===== src/rtl/pipe_array_mult.sv =====
`default_nettype none
// ==========================================================================
// pipe_array_mult : pipelined array multiplier, unsigned or two's-complement
// per operation, valid/ready handshake with stall and bubble collapse.
// Revision: 1.0
// ==========================================================================
module pipe_array_mult #(
  parameter int WIDTH  = 6,
  parameter int STAGES = 2
) (
  input  logic                         clk,
  input  logic                         rst,
  input  logic                         in_valid,
  output logic                         in_ready,
  input  logic [WIDTH-1:0]             a,
  input  logic [WIDTH-1:0]             b,
  input  logic                         tc,
  output logic                         out_valid,
  input  logic                         out_ready,
  output logic [2*WIDTH-1:0]           result,
  output logic [$clog2(STAGES+1)-1:0]  inflight
);
  localparam int PW   = 2 * WIDTH;
  localparam int CW   = $clog2(STAGES + 1);
  localparam int ROWS = (WIDTH + STAGES - 1) / STAGES;

  logic [STAGES-1:0] vld;
  logic [WIDTH-1:0]  a_q     [STAGES];
  logic [WIDTH-1:0]  b_q     [STAGES];
  logic              tc_q    [STAGES];
  logic [PW-1:0]     sum_q   [STAGES];

  logic [STAGES-1:0] rdy;
  logic [STAGES-1:0] up_v;
  logic [WIDTH-1:0]  up_a    [STAGES];
  logic [WIDTH-1:0]  up_b    [STAGES];
  logic              up_tc   [STAGES];
  logic [PW-1:0]     up_sum  [STAGES];
  logic [PW-1:0]     nxt_sum [STAGES];
  logic              accept;
  logic              consume;

  function automatic logic [PW-1:0] add_rows(
    input logic [PW-1:0]    s_in,
    input logic [WIDTH-1:0] op_a,
    input logic [WIDTH-1:0] op_b,
    input logic             op_tc,
    input int               lo,
    input int               hi
  );
    logic [PW-1:0] a_ext;
    logic [PW-1:0] s;
    a_ext = op_tc ? {{WIDTH{op_a[WIDTH-1]}}, op_a} : {{WIDTH{1'b0}}, op_a};
    s     = s_in;
    for (int i = 0; i < WIDTH; i++) begin
      if (i >= lo && i < hi && op_b[i]) begin
        // In two's complement the multiplier MSB row has weight -2^(WIDTH-1).
        if (op_tc && i == WIDTH - 1) s = s - (a_ext << i);
        else                         s = s + (a_ext << i);
      end
    end
    return s;
  endfunction

  always_comb begin
    up_v[0]   = in_valid;
    up_a[0]   = a;
    up_b[0]   = b;
    up_tc[0]  = tc;
    up_sum[0] = '0;
    for (int k = 1; k < STAGES; k++) begin
      up_v[k]   = vld[k-1];
      up_a[k]   = a_q[k-1];
      up_b[k]   = b_q[k-1];
      up_tc[k]  = tc_q[k-1];
      up_sum[k] = sum_q[k-1];
    end
    // A stage can load if any stage at or after it has a hole, or the sink drains.
    for (int k = 0; k < STAGES; k++) begin
      rdy[k] = out_ready;
      for (int j = k; j < STAGES; j++) begin
        if (!vld[j]) rdy[k] = 1'b1;
      end
      nxt_sum[k] = add_rows(up_sum[k], up_a[k], up_b[k], up_tc[k], k * ROWS,
                            ((k + 1) * ROWS > WIDTH) ? WIDTH : (k + 1) * ROWS);
    end
  end

  assign in_ready  = rdy[0];
  assign out_valid = vld[STAGES-1];
  assign result    = sum_q[STAGES-1];
  assign accept    = in_valid && rdy[0];
  assign consume   = vld[STAGES-1] && out_ready;

  always_ff @(posedge clk) begin
    if (rst) begin
      vld      <= '0;
      inflight <= '0;
      for (int k = 0; k < STAGES; k++) begin
        a_q[k]   <= '0;
        b_q[k]   <= '0;
        tc_q[k]  <= 1'b0;
        sum_q[k] <= '0;
      end
    end else begin
      for (int k = 0; k < STAGES; k++) begin
        if (rdy[k]) begin
          // Bubbles load zeros so an idle pipe presents a zero result.
          vld[k]   <= up_v[k];
          a_q[k]   <= up_v[k] ? up_a[k]    : '0;
          b_q[k]   <= up_v[k] ? up_b[k]    : '0;
          tc_q[k]  <= up_v[k] ? up_tc[k]   : 1'b0;
          sum_q[k] <= up_v[k] ? nxt_sum[k] : '0;
        end
      end
      if (accept && !consume)      inflight <= inflight + CW'(1);
      else if (!accept && consume) inflight <= inflight - CW'(1);
    end
  end

endmodule
`default_nettype wire


===== config.mk =====
export PLATFORM = sky130hd
export DESIGN_NAME = pipe_array_mult
export DESIGN_NICKNAME = d
export VERILOG_FILES = /design/src/rtl/pipe_array_mult.sv
export SDC_FILE = /design/constraint.sdc
export NUM_CORES = 1
export LEC_CHECK = 0
export BUFFER_PORTS_ARGS = -buffer_cell sky130_fd_sc_hd__buf_2
export CAP_MARGIN = 20
export CORE_MARGIN = 3
export CORE_UTILIZATION = 60
export CTS_BUF_LIST = sky130_fd_sc_hd__clkbuf_16
export DETAILED_ROUTE_END_ITERATION = 10
export GPL_TIMING_DRIVEN = 0
export PLACE_DENSITY_LB_ADDON = 0.08
export SYNTH_ARGS = -nofsm -noshare
export SYNTH_HDL_FRONTEND = slang
export SYNTH_SLANG_ARGS = --single-unit

===== constraint.sdc =====
create_clock -name clk -period 6.2 [get_ports clk]
set_input_delay 0.31 -clock clk [delete_from_list [all_inputs] [get_ports clk]]
set_output_delay 0.31 -clock clk [all_outputs]
set_load 0.02 [all_outputs]

-- Word-level counts from Yosys, hierarchy flattened
Memory sizes are Yosys's and may differ from the RTL's.
Cells that the tools add are included.
W data, S select, Z words.
- flip-flop bits (word level): 4
- bits in writable memories: 50
- output and inout port bits: 16
- word-level logic and storage cells: 68
- memories kept: 4
- memories (memory ; depth ; bits a word ; rd ports ; clocked after Yosys merged registers in ; wr ports ; line ; RTL):
    sum_q ; 2 ; 12 ; 2 ; 0 ; 2 ; 31 ; logic [PW-1:0] sum_q [STAGES];
    a_q ; 2 ; 6 ; 1 ; 0 ; 2 ; 28 ; logic [WIDTH-1:0] a_q [STAGES];
    b_q ; 2 ; 6 ; 1 ; 0 ; 2 ; 29 ; logic [WIDTH-1:0] b_q [STAGES];
    tc_q ; 2 ; 1 ; 1 ; 0 ; 2 ; 30 ; logic tc_q [STAGES];
- add/subtract/negate cells: 8
- muxes and demuxes: 38
- bitwise gates (word level): 8
- reduce and logical (&&, ||, !) cells: 7
- operators by type and width (operator ; count):
    $mux W12 ; 12
    $add A12 B12 Y12 ; 5
    $mux W6 ; 8
    $mux W1 ; 15
    $sub A12 B12 Y12 ; 1
    $mux W9 ; 1
    $or A1 B1 Y1 ; 8
    $logic_and A1 B1 Y1 ; 4
    $mux W2 ; 2
    $add A2 B1 Y2 const B ; 1
    $logic_not A1 Y1 ; 2
    $reduce_bool A2 Y1 ; 1
    $sub A2 B1 Y2 const B ; 1

-- Depth between registers and ports, before layout
Gate-level depths: netlist of run 1.
An unclocked memory read counts as a cell.
- depth in word-level cells: 11
- gate-level depth with buffers: 20

-- Worst setup path before layout of run 1
OpenSTA, ideal clock, no wires.
- path type: reg-to-reg
- from: mem a_q[0][0]
- to: mem sum_q[0][23] (netlist name) (data pin)
- arrival time: 4.499 ns
- data required time: 6.052 ns
- setup slack: 1.553 ns
- cell stages (with the launch flop): 20
- cell sequence: edfxtp_1 > ha_1 > fa_1 > a211oi_1 > o21bai_1 > a21oi_1 > xnor2_1 > nand2_1 > nand2_1 > ha_1 > inv_1 > or4_1 > nand4_1 > o21a_1 > ha_1 > o2111a_1 > or4_4 > and4_4 > or3_1 > mux2i_1
- RTL lines (what ; line):
    start, declared ; 28
    end, declared ; 31

==> impl_metrics.env, run 1 <==
export IMPL_coreArea_um2=5991
export IMPL_cp_end_kind="register"
export IMPL_r2r_start="a_q[0][0]"
export IMPL_rows=28
export IMPL_yosysWarnings=0
export IMPL_setup_viol=0
export IMPL_route_detailed_wl_per_inst_um=14.41
export IMPL_setup_tns_ns=0
export IMPL_grt_total_usage_pct=22.04
export IMPL_timing_fmax_mhz=192.1
export IMPL_synth_top_cell_area_share_pct=27.30
export IMPL_drt_wl_total_um=7695
export IMPL_worstSetupPathType="register to register"
export IMPL_nNetsFinal=518
export IMPL_worstHoldStart="rst"
export IMPL_cts_tree="yes"
export IMPL_htreeDepth=2
export IMPL_first_global_vias=3010
export IMPL_die_y_um=84.95
export IMPL_synth_edff_count=34
export IMPL_final_util_pct=69.05
export IMPL_vias=3075
export IMPL_register_area_um2=1101
export IMPL_start_util_pct=62.43
export IMPL_die_x_um=84.95
export IMPL_syn_inst=419
export IMPL_critPathRequiredTime_ns=6.34
export IMPL_critPathArrivalTime_ns=5.35
export IMPL_dr_pass1_iters=4
export IMPL_first_iter_violations=111
export IMPL_min_period_ns=5.206
export IMPL_final_cell_mix="ha_1 (38), nor2_1 (36), edfxtp_1 (34)"
export IMPL_grt_pass1_wl_um=13030
export IMPL_slew_viol_final=0
export IMPL_grt_max_degree=23
export IMPL_antenna_cells=0
export IMPL_post_dp_cell_area_um2=3994
export IMPL_synthTopCellsByArea="edfxtp_1 (27%), ha_1 (13%), xnor2_1 (4.2%), a21oi_1 (3.6%), nor2_1 (3.6%)"
export IMPL_drive_gt1_share_pct=14.81
export IMPL_synth_ff_type="edfxtp_1"
export IMPL_cts_setup_buffers=0
export IMPL_nFillCells=496
export IMPL_tightest_slew_ns=0.6732
export IMPL_port_buffers=32
export IMPL_p_per_area_nw_per_um2=199.5
export IMPL_dieArea_um2=7217
export IMPL_design_area_um2=4136
export IMPL_hp_class="primary input to register"
export IMPL_worst_path_max_fanout=7
export IMPL_synth_seq_cells=38
export IMPL_io_pins=33
export IMPL_area_growth_pct=10.61
export IMPL_cts_hold_buffers=0
export IMPL_clk_latency_ns=0.28
export IMPL_start_kind="register"
export IMPL_clock_path_buffers=2
export IMPL_synthesis_area_um2=3740
export IMPL_syn_area_per_cell_um2=8.926
export IMPL_synth_top_area_cell="edfxtp_1"
export IMPL_cts_sinks=38
export IMPL_rrSetupSlack_ns=0.99
export IMPL_critPathLaunch="a_q[0][0]"
export IMPL_routabilityCongestion=0.9192
export IMPL_hold_violations=0
export IMPL_cts_resized=0
export IMPL_numCtsBuffers=5
export IMPL_timing_final_crit_share_pct=83.97
export IMPL_status="finished, final reports clean"
export IMPL_multiInputGateArea_um2=2406
export IMPL_ant_nets=0
export IMPL_final_common_cell="ha_1"
export IMPL_rsz0062_at_grt="no"
export IMPL_slew_headroom_pct=55.03
export IMPL_vdd_drop_max_v=0.0001297
export IMPL_path_clk_slew_ns=0.06
export IMPL_drv_cap=0
export IMPL_leakagePower_nw=1.921
export IMPL_syn_num_nets=479
export IMPL_ys_seq_area_share_pct=29.44
export IMPL_yosysUniqueCellTypes=55
export IMPL_gr_total_overflow=0
export IMPL_drc=0
export IMPL_dp_hpwl_um=6152
export IMPL_async_reset_ff_share_pct=0
export IMPL_root_buffer="clkbuf_16"
export IMPL_holdWs_ns=0.2706
export IMPL_skew_ns=0.005824
export IMPL_via_per_inst=5.758
export IMPL_antenna_found_initial=0
per-stage QoR:
step	total power [W]	instances	worst slack [ns]
6_report	0.0008251	534	0.9937
5_1_grt	0.0008777	534	0.7582
4_1_cts	0.0008256	534	1.050
3_5_place_dp	0.0005775	526	1.100
3_3_place_gp	0.0005683	526	1.211
2_1_floorplan	0.0005194	419	1.553
cell usage after synthesis (all sizes together), types with 5 or more instances:
cell     n
ha      38
nor2    36
edfxtp  34
inv     29
nand2   29
a21oi   27
and2    19
o21ai   19
xnor2   18
buf     12
nor2b   11
a21o    10
clkbuf   9
mux2i    9
nand2b   9
nand3    9
o211ai   8
xor2     8
a211oi   7
mux2     6
nor3     6
fa       5
or2      5
path summary, 6_finish.rpt:
kind,endpoint,depth (start not counted)
min,inflight[1],2
max,sum_q[0][23],19
max reg2reg,sum_q[0][23],19
min reg2reg,inflight[1],2
cells by family after synthesis:
group / Yosys count / synth area share (%)
simple gates: 146 / 20.84
compound gates: 101 / 17.80
buf+inv: 50 / 6.223
fa+ha+maj: 43 / 15.39
flops: 38 / 29.44
xor+xnor: 26 / 6.089
mux: 15 / 4.215
registers in the layout, summed over array words and instances (netlist names):
| signal | count |
|---|---|
| vld | 2 |
| inflight | 2 |
| sum_q | 24 |
| a_q | 6 |
| tc_q | 1 |
| b_q | 3 |
metal layers:
metal | share of wire (%) | vias up | track usage [%]
li1 | - | 1584 | -
met1 | 44 | 1417 | 25.89
met2 | 51 | 59 | 39.69
met3 | 3.3 | 15 | 3.883
met4 | 2.1 | 0 | 8.489
met5 | 0 | - | 0
power by group:
part / internal (W) / total [W] / leakage [nW] / switching, W
clock network: 0.000147 / 0.000250 / 0.0750 / 0.000102
registers: 0.000294 / 0.000306 / 0.442 / 0.0000117
logic: 0.000122 / 0.000270 / 1.40 / 0.000148
total: 0.000563 / 0.000825 / 1.92 / 0.000262
area by class of cell:
cell class / count / share of cell area [%]
Multi-Input combinational cell: 331 / 58.17
Sequential cell: 38 / 26.62
Timing Repair Buffer: 32 / 3.872
Clock buffer: 5 / 3.025
Buffer: 21 / 2.995
Inverter: 29 / 2.632
Tap cell: 75 / 2.269
Clock inverter: 3 / 0.4235
critical path, cell delays in order (launching register included):
cell and delay [ns]:
edfxtp_1 0.48, ha_1 0.26, fa_1 0.43, a211oi_1 0.46, o21bai_1 0.14, a21oi_1 0.19, xnor2_1 0.10, nand2_1 0.07
nand2_1 0.06, ha_1 0.37, inv_1 0.05, or4_1 0.51, nand4_1 0.13, o21a_1 0.14, ha_1 0.30, o2111a_1 0.21
or4_4 0.52, and4_4 0.21, or3_1 0.31, mux2i_1 0.13
(Power assumes the default switching activity.)
==> run 2: changes to the inputs <==
- clock period: 6.2 -> 5 ns (I/O delays scaled with it)
==> impl_metrics.env, run 2 (same netlist as run 1, synthesis figures left out) <==
export IMPL_skew_ns=0.005265
export IMPL_dr_pass1_iters=4
export IMPL_path_clk_slew_ns=0.06
export IMPL_worstHoldStart="rst"
export IMPL_worst_path_max_fanout=7
export IMPL_tightest_slew_ns=0.6724
export IMPL_routabilityCongestion=0.9192
export IMPL_dieArea_um2=7217
export IMPL_min_period_ns=4.878
export IMPL_clk_latency_ns=0.28
export IMPL_drv_cap=0
export IMPL_rrSetupSlack_ns=0.12
export IMPL_reg_top3="sum_q x24, a_q x6, b_q x3"
export IMPL_first_iter_violations=143
export IMPL_antenna_cells=0
export IMPL_r2r_start="a_q[0][5]"
export IMPL_coreArea_um2=5991
export IMPL_ant_nets=0
export IMPL_area_growth_pct=13.42
export IMPL_vdd_drop_max_v=0.0001611
export IMPL_hp_class="primary input to register"
export IMPL_drc=0
export IMPL_htreeDepth=2
export IMPL_start_util_pct=62.43
export IMPL_drt_wl_total_um=7963
export IMPL_nNetsFinal=527
export IMPL_root_buffer="clkbuf_16"
export IMPL_cts_sinks=38
export IMPL_final_cells=543
export IMPL_antenna_found_initial=0
export IMPL_hold_depth=2
export IMPL_cp_end_kind="register"
export IMPL_rows=28
export IMPL_critPathArrivalTime_ns=5.02
export IMPL_vias=3127
export IMPL_gr_total_overflow=0
export IMPL_grt_total_usage_pct=22.06
export IMPL_start_kind="register"
export IMPL_dp_hpwl_um=6152
export IMPL_place_ws_ns=-0.09988
export IMPL_first_global_vias=3021
export IMPL_timing_final_crit_share_pct=97.56
export IMPL_largest_reg_flops=24
export IMPL_layout_setup_ws_ns=0.1221
export IMPL_cts_tree="yes"
export IMPL_critPathRequiredTime_ns=5.14
export IMPL_clock_path_buffers=2
export IMPL_via_per_inst=5.759
export IMPL_die_x_um=84.95
export IMPL_die_y_um=84.95
export IMPL_leakagePower_nw=1.970
export IMPL_setup_viol=0
export IMPL_timing_fmax_mhz=205.0
export IMPL_port_buffers=32
export IMPL_route_detailed_wl_per_inst_um=14.66
export IMPL_holdWs_ns=0.2102
export IMPL_worstReg2RegEnd="sum_q[0][23]"
export IMPL_slew_viol_final=0
export IMPL_numCtsBuffers=5
export IMPL_dp_cells=526
export IMPL_drive_gt1_share_pct=18.38
export IMPL_setup_tns_ns=0
export IMPL_status="finished, final reports clean"
export IMPL_grt_pass1_wl_um=13040
export IMPL_grt_max_degree=23
export IMPL_io_pins=33
export IMPL_final_cell_mix="nor2_1 (36), ha_1 (36), edfxtp_1 (34)"
export IMPL_hold_end="inflight[1]"
export IMPL_slew_headroom_pct=55.08
export IMPL_regMostFlops="sum_q"
export IMPL_ff2ff_path_depth=18
export IMPL_worstSetupPathType="register to register"
export IMPL_p_per_area_nw_per_um2=244.0
export IMPL_hold_violations=0
run 2: changes by cell type in the layout (fill, tap and decap cells not counted), sizes merged:
cell	delta
buf	+9
run 2: worst max path at each step:
stage	from	endpoint	slack, ns
final	a_q[0][5]	sum_q[0][23]	0.12
after global routing	a_q[0][5]	sum_q[0][23]	-0.09
after CTS	b_q[0][3]	sum_q[0][23]	0.01
after detailed placement	a_q[0][0]	sum_q[0][23]	-0.1
after global placement	a_q[0][0]	sum_q[0][23]	0.01
after floorplan	a_q[0][0]	sum_q[0][23]	0.35
run 2: where the power goes:
group	switching, W	internal [W]	total (W)	leakage, nW
clock network	0.000128	0.000183	0.000311	0.0750
logic	0.000189	0.000157	0.000346	1.45
registers	0.0000130	0.000365	0.000378	0.442
total	0.000330	0.000705	0.00104	1.97
run 2: metrics by stage:
step                util [%]  total power (W)  cell area (um2)
CTS                    69.38         0.001025             4156
global placement       66.67        0.0007047             3994
floorplan                  -        0.0006441             3740
global route           70.80         0.001098             4242
finish                 70.80         0.001035             4242
detailed placement     66.67        0.0007161             3994
run 2: final cells by class:
type                            instances  area [um2]
Multi-Input combinational cell        331        2441
Fill cell                             480        1749
Sequential cell                        38        1101
Timing Repair Buffer                   41       227.7
Buffer                                 21       126.4
Clock buffer                            5       125.1
Inverter                               29       108.9
Tap cell                               75       93.84
Clock inverter                          3       17.52
run 2: per-layer routing:
| layer | wire length, um | global-route usage [%] |
|---|---|---|
| met5 | 0 | 0 |
| met4 | 217 | 8.921 |
| met3 | 251 | 3.883 |
| met2 | 4053 | 39.76 |
| met1 | 3440 | 25.71 |
run 2: worst max-delay path, stage by stage, from the launching register on:
cell and delay (ns):
edfxtp_1 0.45, nand2_1 0.13, inv_1 0.11, ha_1 0.37, nand3_1 0.11, nor3_2 0.18, mux2i_1 0.15, or2_2 0.33
ha_1 0.40, nor2_1 0.09, a211oi_1 0.30, nand4_1 0.18, o21a_1 0.16, ha_1 0.37, o2111a_1 0.21, or4_4 0.52
and4_4 0.21, or3_1 0.31, mux2i_1 0.13
run 2: what timing repair did:
action | in CTS | in global routing
pin swaps | 1 | 1
hold buffers | 0 | 0
setup buffers | 2 | 7
setup endpoints to repair | 1 | 1
endpoints found under the hold margin | 0 | 0
resized for setup | 1 | 11
